<file path="src/rtl/hazard_ctrl.sv">
// Pipeline hazard controller: load-use stall, branch/jump flush, FP long-op stall, external halt.
// Optional FP long-op stall is built only when HAZARD_FP_STALL_EN is defined.
module hazard_ctrl #(
    parameter int FP_CYCLES = 8
) (
    input  logic        clk,
    input  logic        rst_n,
    input  logic [4:0]  id_rs,
    input  logic [4:0]  id_rt,
    input  logic        id_uses_rt,
    input  logic        ex_memread,
    input  logic [4:0]  ex_rt,
    input  logic        branch_taken,
    input  logic        jump_id,
    input  logic        fp_start,
    input  logic        halt_req,
    output logic        pc_write,
    output logic        ifid_write,
    output logic        ifid_flush,
    output logic        idex_bubble,
    output logic [1:0]  state,
    output logic [15:0] stall_cycles
);

    typedef enum logic [1:0] {
        RUN     = 2'b00,
        FP_BUSY = 2'b01,
        HALT    = 2'b10
    } state_t;

    state_t      state_q, state_d;
    logic [15:0] stall_q, stall_d;
    logic        load_use;
    logic        fp_go;

    assign load_use = ex_memread && (ex_rt != 5'd0) &&
                      ((ex_rt == id_rs) || (id_uses_rt && (ex_rt == id_rt)));

`ifdef HAZARD_FP_STALL_EN
    localparam logic [7:0] FP_LOAD = 8'(FP_CYCLES - 1);

    logic [7:0] cnt_q, cnt_d;

    // Entry is lower priority than branch, halt and load-use; those are gated in the RUN arm.
    assign fp_go = fp_start && !load_use;
`else
    logic fp_unused;

    assign fp_go     = 1'b0;
    assign fp_unused = fp_start & (FP_CYCLES > 1);
`endif

    // Control outputs: reset forces a bubble+flush; non-RUN states hold the front end.
    always_comb begin
        pc_write    = 1'b0;
        ifid_write  = 1'b0;
        ifid_flush  = 1'b0;
        idex_bubble = 1'b0;
        if (!rst_n) begin
            ifid_flush  = 1'b1;
            idex_bubble = 1'b1;
        end else if (state_q == RUN) begin
            if (branch_taken) begin
                pc_write    = 1'b1;
                ifid_write  = 1'b1;
                ifid_flush  = 1'b1;
                idex_bubble = 1'b1;
            end else if (load_use) begin
                idex_bubble = 1'b1;
            end else if (jump_id) begin
                pc_write    = 1'b1;
                ifid_write  = 1'b1;
                ifid_flush  = 1'b1;
            end else begin
                pc_write    = 1'b1;
                ifid_write  = 1'b1;
            end
        end else begin
            idex_bubble = 1'b1;
            ifid_flush  = branch_taken;
        end
    end

    always_comb begin
        state_d = state_q;
        case (state_q)
            RUN: begin
                if (!branch_taken) begin
                    if (halt_req)   state_d = HALT;
                    else if (fp_go) state_d = FP_BUSY;
                end
            end
`ifdef HAZARD_FP_STALL_EN
            FP_BUSY: begin
                if (cnt_q == 8'd0) state_d = RUN;
            end
`endif
            HALT: begin
                if (!halt_req) state_d = RUN;
            end
            default: state_d = RUN;
        endcase
    end

`ifdef HAZARD_FP_STALL_EN
    always_comb begin
        cnt_d = cnt_q;
        if (state_q == RUN && state_d == FP_BUSY)
            cnt_d = FP_LOAD;
        else if (state_q == FP_BUSY && cnt_q != 8'd0)
            cnt_d = cnt_q - 8'd1;
    end
`endif

    always_comb begin
        stall_d = stall_q;
        if (!pc_write && stall_q != 16'hFFFF)
            stall_d = stall_q + 16'd1;
    end

    always_ff @(posedge clk or negedge rst_n) begin
        if (!rst_n) begin
            state_q <= RUN;
            stall_q <= 16'd0;
`ifdef HAZARD_FP_STALL_EN
            cnt_q   <= 8'd0;
`endif
        end else begin
            state_q <= state_d;
            stall_q <= stall_d;
`ifdef HAZARD_FP_STALL_EN
            cnt_q   <= cnt_d;
`endif
        end
    end

    assign state        = state_q;
    assign stall_cycles = stall_q;

endmodule

</file>
<file path="config.mk">
export PLATFORM = sky130hd
export DESIGN_NAME = hazard_ctrl
export DESIGN_NICKNAME = d
export VERILOG_FILES = /design/src/rtl/hazard_ctrl.sv
export SDC_FILE = /design/constraint.sdc
export NUM_CORES = 1
export LEC_CHECK = 0
export CAP_MARGIN = 20
export CELL_PAD_IN_SITES_DETAIL_PLACEMENT = 0
export CELL_PAD_IN_SITES_GLOBAL_PLACEMENT = 1
export CORE_AREA = 3 3 87 48
export DETAILED_ROUTE_END_ITERATION = 16
export DIE_AREA = 0 0 90 51
export PLACE_DENSITY_LB_ADDON = 0.1
export SETUP_SLACK_MARGIN = 0.05
export SLEW_MARGIN = 20
export SYNTH_ARGS = -nofsm -noshare
export SYNTH_HDL_FRONTEND = slang
export SYNTH_SLANG_ARGS = --single-unit
</file>
<file path="constraint.sdc">
create_clock -name clk -period 2.71 [get_ports clk]
set_clock_uncertainty 0.1 [all_clocks]
set_input_delay 0.542 -clock clk [delete_from_list [all_inputs] [get_ports clk]]
set_output_delay 0.542 -clock clk [all_outputs]
set_load 0.02 [all_outputs]
</file>
== Yosys cells after proc, flatten, opt, wreduce, memory -nomap -nowiden ==
Index checks and enable logic that the tools add are counted.
Storage, ports and cells
  flip-flop bits (word level): 18
  input port bits: 23
  output and inout port bits: 22
  word-level logic and storage cells: 36
Cells by class
  add/subtract/negate cells: 1
  equal/unequal tests: 7
  muxes and demuxes: 17
  reduce and logical (&&, ||, !) cells: 9
Operators with widths (number)
  $add A16 B1 Y16 const B: 1
  $ne A16 B16 Y1 const B: 1
  $mux W1: 13
  $eq A5 B5 Y1: 2
  $mux W2: 3
  $ne A2 B2 Y1 const B: 3
  $reduce_bool A5 Y1: 1
  $logic_and A1 B1 Y1: 4
  $pmux W2 S2: 1
  $reduce_and A3 Y1: 1
  $eq A2 B2 Y1 const B: 1
  $logic_not A2 Y1: 1
  $logic_not A1 Y1: 1
  $logic_or A1 B1 Y1: 1

== Depth between registers and ports, before layout ==
  depth in word-level cells: 10
  mapped depth: 7
  mapped depth without buffers: 7

== Worst setup path before layout ==
No wires, ideal clock.
  path type: input to output
  from: input ex_rt[3]
  to: output pc_write
  arrival time: 1.828 ns
  data required time: 2.068 ns
  path slack: 0.240 ns
  stages: 6
  path buffers: 2
  path through: xor2_1 > nor4_2 > a32oi_1 > o311a_4 > buf_6 > buf_4
Between the ends
  word-level cells in the longest chain between the ends: 8
  elaborated cells between the ends (all ways): 11
  those cells by class: eq/ne (2); mux (4); reduce/logical (5)
Ends and longest elaborated chain
  start: declaration: line 12  | input logic [4:0] ex_rt,
  $eq A5 B5 Y1: line 37  | ((ex_rt == id_rs) || (id_uses_rt && (ex_rt == id_rt)));
  $logic_and A1 B1 Y1: line 37
  $logic_or A1 B1 Y1: line 37
  $logic_and A1 B1 Y1 (*): line 36  | assign load_use = ex_memread && (ex_rt != 5'd0) &&
  $mux W1 (*) (4 in a row)
  end: declaration: line 17  | output logic pc_write,
Mark *: on every way between the ends. The rest lies on a longest branch, timed or not.

== Worst setup path in the final report ==
  from: input ex_rt[2]
  to: output idex_bubble
Between the ends
  word-level cells in the longest chain between the ends: 8
  elaborated cells between the ends (all ways): 11
  those cells by class: eq/ne (2); mux (4); reduce/logical (5)
Ends and longest elaborated chain
  $eq A5 B5 Y1: line 37
  $logic_and A1 B1 Y1: line 37
  $logic_or A1 B1 Y1: line 37
  $logic_and A1 B1 Y1 (*): line 36
  $mux W1 (*): line 68  | end else if (load_use) begin
  $mux W1 (*): line 63  | if (branch_taken) begin
  $mux W1 (*): line 62  | end else if (state_q == RUN) begin
  $mux W1 (*): line 59  | if (!rst_n) begin
  end: declaration: line 20  | output logic idex_bubble,
Marks and branches as above.

==> out/qor.yml <==
worst_setup_path:
  worstSetupStartpoint: "ex_rt[2]"
  cp-endpoint: "idex_bubble"
  required_ns: 2.07
  r2r_cells: 7
  arrival_ns: 2.03
  endpoint_kind: "output pin"
  timing.rr.end: "stall_cycles[1]$_DFFE_PN0P_"
  critPathMaxFanout: 3
  r2r-start: "stall_cycles[0]$_DFFE_PN0P_"
  path_class: "in -> out"
  cp-start-kind: "input port"
  reg2reg_setup_slack_ns: 0.53
placed_design:
  gp_congestion: 0.695
  place_area_sq_um: 1580
  hpwl_mm: 2.02
  port_buffers: 42
clock_network:
  cts_root_buffer: "clkbuf_8"
  path_clk_slew_ns: 0.07
  htree_levels: 1
  cts_tree: "built"
  cts_sinks: 17
  clk_latency_ns: 0.25
  cts_buffers: 3
  cts_buffer_depth: 2
yosys:
  syn_area_sq_um: 1060
  seq_area_frac_synth: 0.403
  synth.distinct_cells: 26
  avgSynthCellArea_sq_um: 10.8
  synth_nets: 122
  synth-seq-cells: 17
  synthCells: 98
  yosys_warnings: 0
route:
  drc: 0
  post_drt_wl_per_cell_um: 13.2
  drtIter0Drc: 29
  ant_nets: 0
  firstDrtPassIters: 4
  wl_mm: 2.67
  via_per_inst: 4.53
  num_vias: 919
grt:
  grt_overflow: 0
  grt_start_max_net_pins: 17
  grt_pass1_wl_mm: 4.57
  gr-usage-all-layers: 0.124
  antenna_found_initial: 0
  grt_pass1_vias: 947
timing:
  finalCritPeriodShare: 0.987
  rsz0062_at_grt: "true"
  hold_viol_final: 0
  finalSetupViolCount: 0
  drv_slew: 0
  whs_ns: 0.406
  period_minus_slack_ns: 2.67
  fmax_mhz: 374
floorplanning:
  fp.dieW_um: 90
  die-area_sq_um: 4590
  rows: 15
  initial_utilization: 0.309
  ioPinCount: 45
  die_h_um: 51
  core_sq_um: 3420
pwr:
  cellPowerDensity_nw_per_um2: 747
  peakVddDrop_mv: 0.434
  p_leak_nw: 0.678
final_layout:
  layout_common_cells: "clkdlybuf4s50_1 (23), xor2_1 (21), dfrtp_1 (17)"
  area_delta_synth_final_pct: 56.8
  fin_nets: 177
  finish.utilization: 0.485
  fin_area_sq_um: 1660
  final_layout_size_suffix_gt1_frac: 0.336
  final_common_cell: "clkdlybuf4s50_1"
  antenna-diode-count: 0
hold_path:
  hp-class: "reg -> reg"
outcome:
  status: "complete, no violations"
flow_run:
  cap_violations: 0
registers in the layout, indices dropped and copies added (netlist names):
name          flops
stall_cycles     16
state             1
cell usage after synthesis:
library cell | n | share of area
nor3_2 | 7 | 0.066
mux2_1 | 2 | 0.021
nand3_1 | 3 | 0.014
xnor2_1 | 2 | 0.017
a211o_1 | 1 | 0.0083
dfrtp_1 | 17 | 0.40
nor2_1 | 9 | 0.032
nor3b_2 | 1 | 0.012
a32oi_1 | 1 | 0.0083
o31ai_2 | 1 | 0.012
nor2_2 | 1 | 0.0059
buf_6 | 1 | 0.011
a21boi_0 | 1 | 0.0071
or4_1 | 2 | 0.014
buf_4 | 2 | 0.014
nor3_1 | 1 | 0.0047
inv_1 | 3 | 0.011
conb_1 | 1 | 0.0036
ha_1 | 1 | 0.012
nand4_1 | 4 | 0.024
o311a_4 | 1 | 0.020
xor2_1 | 22 | 0.18
nor4b_2 | 2 | 0.028
o21ai_1 | 1 | 0.0047
nor4_2 | 3 | 0.036
nand2_1 | 8 | 0.028
cell families (layout without fill, tap and decap cells):
| kind of cell | count (synthesis) | count (layout) | share of synthesized area |
|---|---|---|---|
| muxes | 2 | 2 | 0.0213 |
| other | 1 | 1 | 0.00355 |
| DFF | 17 | 17 | 0.403 |
| buffers and inverters | 6 | 60 | 0.0355 |
| adders and majority gates | 1 | 1 | 0.0118 |
| xor gates and xnor gates | 24 | 24 | 0.199 |
| AOI/OAI and AO/OA | 6 | 6 | 0.0604 |
| and+or+nand+nor | 41 | 41 | 0.265 |
stage by stage:
stage | TNS, ns | power [mW] | std cells | setup slack [ns]
2_1_floorplan | 0 | 0.759 | 98 | 0.240
3_3_place_gp | -5.60 | 1.05 | 197 | -0.669
3_5_place_dp | -5.08 | 1.06 | 197 | -0.691
4_1_cts | 0 | 1.25 | 203 | 0.0303
5_1_grt | 0 | 1.32 | 203 | 0.00635
6_report | 0 | 1.24 | 203 | 0.0362
what timing repair did:
| item | 4_1_cts | 5_1_grt |
|---|---|---|
| hold buffers | 0 | 0 |
| buffers inserted | 2 | 0 |
| endpoints found under the setup margin | 11 | 3 |
| pin swaps | 14 | 2 |
| gates resized for setup | 59 | 13 |
power by group:
| group | internal (mW) | switching, mW | total, mW |
|---|---|---|---|
| logic | 0.294 | 0.290 | 0.584 |
| clock network | 0.104 | 0.0864 | 0.191 |
| registers | 0.349 | 0.113 | 0.462 |
critical path, cell delays in order:
cell and delay [ns]:
buf_6 0.10, or4_4 0.53, o21ai_2 0.18, nor2_2 0.06
or4_4 0.48, buf_6 0.15
layout make-up:
cell class / instances / area [sq um]
Fill cell: 337 / 1760
Timing Repair Buffer: 53 / 473
Inverter: 3 / 11.3
Tap cell: 51 / 63.8
Multi-Input combinational cell: 75 / 637
Clock buffer: 4 / 45.0
Sequential cell: 17 / 425
metal layers:
layer / wire (um) / vias up / part of all wire / track usage
met5: 0 / - / 0 / 0
met4: 8 / 0 / 0.0030 / 0.0228
met3: 197 / 2 / 0.074 / 0.0500
met2: 1100 / 33 / 0.41 / 0.185
met1: 1360 / 440 / 0.51 / 0.170
li1: - / 444 / - / -
worst min-delay path by stage:
stage,from,end,slack [ns],cells past startpoint
after global routing,stall_cycles[15]$_DFFE_PN0P_,stall_cycles[15]$_DFFE_PN0P_,0.43,1
after CTS,stall_cycles[15]$_DFFE_PN0P_,stall_cycles[15]$_DFFE_PN0P_,0.41,1
after detailed placement,stall_cycles[8]$_DFFE_PN0P_,stall_cycles[8]$_DFFE_PN0P_,0.40,1
final,stall_cycles[15]$_DFFE_PN0P_,stall_cycles[15]$_DFFE_PN0P_,0.41,1
after global placement,stall_cycles[4]$_DFFE_PN0P_,stall_cycles[4]$_DFFE_PN0P_,0.39,1
after floorplan,rst_n,stall_cycles[0]$_DFFE_PN0P_,0.15,0
No activity file was read; power rests on OpenSTA's default activity.
